`src/rtl/gray_binary_stream_dec.sv`:
```
// rtl/gray_binary_stream_dec.sv - two-stage Gray-to-binary stream decoder with single-bit step checking
module gray_binary_stream_dec #(
    parameter int W  = 4,
    parameter int CW = 8
) (
    input  logic          clk,
    input  logic          rst_n,
    input  logic [W-1:0]  g,
    input  logic          in_valid,
    output logic          in_ready,
    output logic [W-1:0]  b,
    output logic          out_valid,
    input  logic          out_ready,
    output logic          step_err,
    input  logic          chk_en,
    output logic [CW-1:0] err_cnt,
    input  logic          err_clr
);

    // Stage 1: captured Gray word and the check enable that travelled with it.
    logic         s1_valid;
    logic [W-1:0] s1_g;
    logic         s1_chk;

    // Reference word for the step check; have_prev is cleared by reset so the
    // first word after reset has nothing to compare against.
    logic [W-1:0] prev_g;
    logic         have_prev;

    // Holds in_ready low until the first clock edge after reset release.
    logic         rdy_q;

    logic         adv1;
    logic         adv2;
    logic         accept;
    logic         load2;
    logic [W-1:0] s1_b;
    logic [W-1:0] diff;
    logic         single_step;
    logic         s1_err;

    localparam logic [CW-1:0] CNT_MAX = {CW{1'b1}};

    // XOR prefix from the MSB down.
    function automatic logic [W-1:0] gray2bin(input logic [W-1:0] gv);
        logic [W-1:0] r;
        r[W-1] = gv[W-1];
        for (int i = W - 2; i >= 0; i--) begin
            r[i] = r[i+1] ^ gv[i];
        end
        return r;
    endfunction

    // Handshake and step-check decode for the word sitting in S1.
    always_comb begin
        adv2        = !out_valid || out_ready;
        adv1        = adv2;
        in_ready    = rdy_q && (!s1_valid || adv1);
        accept      = in_valid && in_ready;
        load2       = adv1 && s1_valid;
        s1_b        = gray2bin(s1_g);
        diff        = s1_g ^ prev_g;
        // Exactly one bit set: non-zero and clearing the lowest set bit leaves zero.
        single_step = (diff != '0) && ((diff & (diff - W'(1))) == '0);
        s1_err      = s1_chk && have_prev && !single_step;
    end

    // Ready enable comes up one edge after reset is released.
    always_ff @(posedge clk or negedge rst_n) begin
        if (!rst_n) begin
            rdy_q <= 1'b0;
        end else begin
            rdy_q <= 1'b1;
        end
    end

    // S1 register: load on accept, empty when its word moves on with nothing behind it.
    always_ff @(posedge clk or negedge rst_n) begin
        if (!rst_n) begin
            s1_valid <= 1'b0;
            s1_g     <= '0;
            s1_chk   <= 1'b0;
        end else if (accept) begin
            s1_valid <= 1'b1;
            s1_g     <= g;
            s1_chk   <= chk_en;
        end else if (adv1) begin
            s1_valid <= 1'b0;
        end
    end

    // S2 register: converted word and its step flag; holds while the consumer stalls.
    always_ff @(posedge clk or negedge rst_n) begin
        if (!rst_n) begin
            out_valid <= 1'b0;
            b         <= '0;
            step_err  <= 1'b0;
        end else if (adv1) begin
            out_valid <= s1_valid;
            if (s1_valid) begin
                b        <= s1_b;
                step_err <= s1_err;
            end
        end
    end

    // Previous-word tracking updates on every S1-to-S2 move, checked or not.
    always_ff @(posedge clk or negedge rst_n) begin
        if (!rst_n) begin
            prev_g    <= '0;
            have_prev <= 1'b0;
        end else if (load2) begin
            prev_g    <= s1_g;
            have_prev <= 1'b1;
        end
    end

    // Saturating error counter; a clear overrides a coincident increment.
    always_ff @(posedge clk or negedge rst_n) begin
        if (!rst_n) begin
            err_cnt <= '0;
        end else if (err_clr) begin
            err_cnt <= '0;
        end else if (load2 && s1_err && (err_cnt != CNT_MAX)) begin
            err_cnt <= err_cnt + CW'(1);
        end
    end

endmodule

```
`config.mk`:
```
export PLATFORM = sky130hd
export DESIGN_NAME = gray_binary_stream_dec
export DESIGN_NICKNAME = d
export VERILOG_FILES = /design/src/rtl/gray_binary_stream_dec.sv
export SDC_FILE = /design/constraint.sdc
export NUM_CORES = 1
export LEC_CHECK = 0
export ABC_AREA = 1
export BUFFER_PORTS_ARGS = -buffer_cell sky130_fd_sc_hd__buf_4
export CAP_MARGIN = 20
export CORE_UTILIZATION = 48
export CTS_CLUSTER_DIAMETER = 80
export CTS_CLUSTER_SIZE = 28
export DETAILED_ROUTE_END_ITERATION = 7
export PLACE_DENSITY = 0.71
export SYNTH_ARGS = -nofsm -noshare
export SYNTH_HDL_FRONTEND = slang
export SYNTH_SLANG_ARGS = --single-unit
```
`constraint.sdc`:
```
create_clock -name clk -period 1.81 [get_ports clk]
set_input_delay 0.2715 -clock clk [delete_from_list [all_inputs] [get_ports clk]]
set_output_delay 0.2715 -clock clk [all_outputs]
set_load 0.005 [all_outputs]
```
### After elaboration in Yosys (flattened, before gate mapping)

Cells that the tools add are included.

| storage, ports and cells | value |
|---|---|
| bits in registers | 26 |
| output and inout port bits | 15 |
| input bits | 10 |
| logic and storage cells | 40 |

| cells by class | value |
|---|---|
| multiplexer cells | 4 |
| $add $sub $neg | 2 |
| eq/ne operators | 1 |
| reductions and logical operators | 18 |
| bitwise operators | 5 |

Operators with widths:

| operator | count |
|---|---|
| $mux W8 | 2 |
| $add A8 B1 Y8 const B | 1 |
| $logic_and A1 B1 Y1 | 8 |
| $ne A8 B8 Y1 const B | 1 |
| $and A4 B4 Y4 | 1 |
| $logic_not A4 Y1 | 1 |
| $reduce_bool A2 Y1 | 2 |
| $reduce_bool A4 Y1 | 1 |
| $sub A4 B1 Y4 const B | 1 |
| $xor A4 B4 Y4 | 1 |
| $logic_not A1 Y1 | 3 |
| $xor A1 B1 Y1 | 3 |
| $logic_or A1 B1 Y1 | 2 |
| $mux W1 | 2 |
| $reduce_and A2 Y1 | 1 |

### Logic depth before layout (Yosys ltp)

Gate-level depths: netlist of the first run.

| logic depth | value |
|---|---|
| word-level depth | 11 |
| depth in mapped cells | 11 |

### Worst setup path before layout of the first run

Ideal clock, no wire load.

| timing | value |
|---|---|
| path type | register -> register |
| start | reg err_cnt[0] |
| end | reg err_cnt[2] |
| setup slack | 415 ps |
| buffers on the path | 0 |
| cell stages (with the launch flop) | 11 |
| required time | 1692 ps |
| data arrival time | 1277 ps |
| setup time | 118 ps |
| path through | dfrtp_1 -> ha_1 -> nand2_1 -> inv_1 -> nand3_1 -> nor2_1 -> nand2_1 -> nand3_4 -> nand2_4 -> nand2_1 -> nand2_1 |

| between the ends | value |
|---|---|
| longest elaborated chain between the ends | 3 |

RTL lines:

| what | line | RTL |
|---|---|---|
| start: declaration | 16 | `output logic [CW-1:0] err_cnt,` |
| start signal: assignment | 125 | `err_cnt <= err_cnt + CW'(1);` |
| $add A8 B1 Y8 / $ne A8 B8 Y1 (equally long branches) | 125, 124 |  |
| $mux W8 / $logic_and A1 B1 Y1 (equally long branches) | 124 | `end else if (load2 && s1_err && (err_cnt != CNT_MAX)) begin` |
| $mux W8 / $reduce_bool A2 Y1 (equally long branches) | -- |  |

Parallel ways exist; a longest one is shown, timed or not. The select of a mux whose other input is x is not followed.
A chain may end at the register's enable or synchronous reset.

### Worst setup path after layout of the first run

| timing | value |
|---|---|
| start | reg err_cnt[1] |
| end | reg err_cnt[1] |

The elaborated chain is that of the path after synthesis.

==> results.ini, run 1 <==
[setup_path]
rr_endpoint=err_cnt[1]
critical_path_arrival_ns=1.80
ff2ff_setup_slack_ns=0.23
criticalPathCategory=reg -> reg
critPathLaunchType=flip-flop
rr_startpoint=err_cnt[1]
worstPathRequired_ns=2.03
crit_path_end_kind=flip-flop
crit_path_max_fanout=9
rr_worst_depth=10
cp-startpoint=err_cnt[1]

[clocking]
root_buffer=clkbuf_4
clockBufferDepth=2
cts_resized=0
htreeDepth=1
clk_latency_ns=0.31
numCtsBuffers=3
clk_pin_slew_ns=0.14
clock-sinks=25
cts_tree=yes

[synthesis]
ys_seq_area_share_pct=48.17
yosys-top-cells-count=nand2_1, dfrtp_1, nor2_1
synth_area_leader_cell=dfrtp_1
synthArstFlopShare_pct=100.0
synthesis.instances=172
synth_edf_count=0
syn_area_um2=1299
netlist_top_cells_area=dfrtp_1, nand2_1, nor2_1
ys_ff_latch=25
ys_warn_count=0
synth.most_common_cell=nand2_1
ys_types=25
postSynthAreaPerCell_um2=7.551
synth_top_cell_area_share_pct=48.17
synth_flop_cell=dfrtp_1
synth_nets=183

[global_routing]
grt-ovfl-total=0
grtUsageTotal_pct=20.99
met3_usage_pct=2.825
met1_usage_pct=30.05
grt_pass1_wl_um=4298
met2_usage_pct=31.28
antenna_found_initial=0
grt_max_degree=26
grt_pass1_vias=1015
gr-max-usage-layer=met2

[route]
vias_per_cell=4.724
ant_nets=0
wl_per_cell_um=11.15
drt_iter0_markers=31
wl_um=2587
drt-pass1-iter-count=4
vias=1096
drc=0

[sta]
finalHoldViolCount=0
rsz0062_at_grt=false
drv_slew=0
fin_skew_ns=0.007307
fin_setup_tns_ns=0
fmax_mhz=633.9
period_share_pct=87.15
layout_min_cycle_time_ns=1.577
setup-violations-final=0

[die]
core-area_um2=2522
num_io_pins=25
design.die.area_um2=2918
die_h_um=54.02
rows=18
die_w_um=54.02
initial_utilization_pct=51.49

[min_path]
min_from=chk_en
hold_path_end=s1_chk
whs_path_depth=2
min_path_type=in -> reg

[cells_and_area]
stdcell_count=232
ff_latch_area_um2=625.6
num_antenna_cells=0
area_growth_pct=20.91
fillers=235
fin_nets=214
multiInputGateArea_um2=585.6
layout-drive-gt1-share_pct=19.80

[flow_run]
maxCapViolations=0

[place]
gp_congestion=0.8662
place_inst=225
portBuffers=24
hpwl_um=1939

[power_and_ir_drop]
ir_worst_vdd_uv=593.6
power.leakage_nw=0.8632
p_per_area_nw_per_um2=923.1

[status]
run_status=finished clean

[how the worst max path moves through the flow]
stage,end,slack [ns],cells after the start
floorplan,err_cnt[2],0.42,10
global placement,err_cnt[4],0.35,10
detailed placement,err_cnt[1],0.24,10
CTS,err_cnt[1],0.23,10
global route,err_cnt[1],0.009,10
finish,err_cnt[1],0.23,10
[state kept, by name, summed over array words and instances, names as in the netlist]
signal and cells:
s1_g 4, out_valid 1, b 4, err_cnt 8, rdy_q 1, s1_chk 1
have_prev 1, prev_g 3, s1_valid 1, step_err 1
[cells by family after synthesis]
group                      share of synthesized area (%)
and+or+nand+nor                                    33.43
DFF                                                48.17
buffers and inverters                              6.743
AOI/OAI and AO/OA                                  5.491
xor gates and xnor gates                           4.046
adders and majority gates                         0.9632
other                                             0.2887
muxes                                             0.8670
[report_power, final]
part           leakage, nW  switching [mW]  internal, mW
logic                0.541           0.246         0.218
clock network       0.0139           0.169        0.0842
registers            0.308          0.0812         0.652
total                0.863           0.496         0.953
[worst max-delay path: stages (launching register included)]
cell and delay [ns]:
dfrtp_1 0.43, ha_1 0.21, nand2_1 0.06, inv_1 0.07, nand3_1 0.11, nor2_1 0.11, nand2_1 0.09, nand3_4 0.15
nand2_4 0.10, nand2_1 0.09, nand2_1 0.05
[layer usage]
layer / vias up / wire (um)
met5: - / 0
met4: 0 / 20
met3: 2 / 93
met2: 19 / 1162
met1: 489 / 1311
li1: 586 / -
[metrics by stage]
step                      utilization [%]  power (mW)  hold slack (ns)  area (um2)  setup WS, ns
final                               62.25       1.450           0.1805        1570        0.2326
after global routing                62.25       1.569           0.1653        1570      0.008643
after CTS                           61.66       1.456           0.1711        1555        0.2268
after detailed placement            60.07       1.196           0.1908        1515        0.2399
after global placement              60.07       1.174           0.1857        1515        0.3498
after floorplan                         -       1.020         -0.02409        1299        0.4152
[layout by cell type (no fill, tap or decap), drive strengths merged, types with 2 or more instances in the layout]
| cell type | n |
|---|---|
| nor2 | 20 |
| buf | 28 |
| inv | 18 |
| a21oi | 4 |
| or2 | 2 |
| o21ai | 7 |
| nand3 | 15 |
| nand2 | 65 |
| dfrtp | 25 |
| xor2 | 5 |
| clkbuf | 3 |
[repair_timing]
| item | in CTS | in global routing |
|---|---|---|
| hold endpoints to repair | 25 | 0 |
| hold buffers | 1 | 0 |
| endpoints found under the setup margin | 0 | 2 |
| buffers inserted | 0 | 2 |
[cell type report]
cell class	count	area share, %
clock buffer	3	1.434
clock inverter	1	0.4781
inverter	19	4.542
multi-input combinational	125	37.29
sequential	25	39.84
tap	30	2.390
timing repair buffer	29	14.02
Power figures use the tool's default switching activity.
==> run 2: changes to the inputs <==
- CORE_UTILIZATION: 48 -> 45
- PLACE_DENSITY: 0.71 -> 0.67
- clock period: 1.81 -> 1.7 ns (I/O delays scaled with it)
==> results.ini, run 2 (synthesized netlist as in run 1, its figures left out) <==
[status]
run_status=finished clean

[place]
preCtsSetupSlack_ns=0.1579
portBuffers=24
hpwl_um=1922
gp_congestion=0.7651
place_inst=226

[sta]
fmax_mhz=649.2
hold_ws_ns=0.1674
fin_ws_ns=0.1596
finalHoldViolCount=0
fin_setup_tns_ns=0
period_share_pct=90.61
layout_min_cycle_time_ns=1.540
setup-violations-final=0
drv_slew=0
fin_skew_ns=0.001608

[cells_and_area]
fin_nets=214
final_cell_mix=nand2_1, buf_4, dfrtp_1
largestRegisters=err_cnt x8, b x4, s1_g x4
num_antenna_cells=0
largest_reg_flops=8
area_growth_pct=20.71
stdcell_count=233
post-route-util_pct=57.35
fillers=246
layout-drive-gt1-share_pct=19.31
final_common_cell=nand2_1
top_register=err_cnt

[setup_path]
rr_startpoint=err_cnt[1]
worstPathRequired_ns=1.92
crit_path_max_fanout=9
ff2ff_setup_slack_ns=0.16
criticalPathCategory=reg -> reg
crit_path_end_kind=flip-flop
rr_worst_depth=10
crit_path_end=err_cnt[6]
cp-startpoint=err_cnt[1]
critical_path_arrival_ns=1.76
rr_endpoint=err_cnt[6]
critPathLaunchType=flip-flop

[route]
wl_met1_um=1207
ant_nets=0
wl_per_cell_um=11.08
drt-pass1-iter-count=4
wl_met3_um=77
met2WireLength_um=1258
wl_um=2581
vias=1136
vias_per_cell=4.876
drt_iter0_markers=33
drc=0
dr.max_layer_used=met4

[clocking]
clock-sinks=25
cts_resized=0
clk_pin_slew_ns=0.13
numCtsBuffers=3
cts_tree=yes
clockBufferDepth=2
htreeDepth=1
root_buffer=clkbuf_4
clk_latency_ns=0.31

[die]
core-area_um2=2734
initial_utilization_pct=47.51
die_h_um=55.72
num_io_pins=25
die_w_um=55.72
design.die.area_um2=3105
rows=19

[power_and_ir_drop]
ir_worst_vdd_uv=644.8
p_per_area_nw_per_um2=979.8
power.leakage_nw=0.8645

[global_routing]
antenna_found_initial=0
grt_pass1_vias=1089
grt-ovfl-total=0
grt_max_degree=26
grt_pass1_wl_um=4678
grtUsageTotal_pct=19.19

[min_path]
min_path_type=in -> reg

[flow_run]
maxCapViolations=0

-- run 2: repair_timing --
action	4_1_cts	5_1_grt
buffers inserted	0	2
setup endpoints to repair	0	2
endpoints found under the hold margin	25	0
hold buffers	1	0
-- run 2: power by group --
part           switching [mW]  internal, mW
Clock                   0.173        0.0917
Sequential             0.0811         0.694
Combinational           0.262         0.235
Total                   0.516          1.02
-- run 2: layout make-up --
cell class / instances / area [um2] / share of cell area (%)
Sequential cell: 25 / 625.6 / 39.90
Multi-Input combinational cell: 125 / 585.6 / 37.35
Timing Repair Buffer: 29 / 220.2 / 14.05
Inverter: 19 / 71.32 / 4.549
Tap cell: 31 / 38.79 / 2.474
Clock buffer: 4 / 26.28 / 1.676
-- run 2: per-layer routing --
layer	vias up	GRT usage [%]
li1	589	-
met5	-	0
met1	523	23.52
met4	0	8.214
met3	4	2.326
met2	20	33.91
-- run 2: stage by stage --
stage                     power (mW)  instance area [um2]
after floorplan                1.086                 1299
after global placement         1.254                 1516
after detailed placement       1.274                 1516
after CTS                      1.545                 1553
after global routing           1.677                 1568
final                          1.536                 1568
-- run 2: worst min-delay path by stage --
stage	startpoint	end	depth (start not counted)	slack [ns]
floorplan	rst_n	b[0]	0	-0.04
global placement	rst_n	b[1]	1	0.18
detailed placement	rst_n	b[0]	1	0.18
CTS	chk_en	s1_chk	2	0.16
global route	chk_en	s1_chk	2	0.16
finish	chk_en	s1_chk	2	0.17
-- run 2: critical path, cell delays in order (launching register included) --
cell,delay [ns]
dfrtp_1,0.42
ha_1,0.21
nand2_1,0.06
inv_1,0.08
nand3_1,0.11
nor2_1,0.10
nand2_1,0.09
nand3_4,0.15
nand2_4,0.10
nand2_1,0.08
nand2_1,0.06
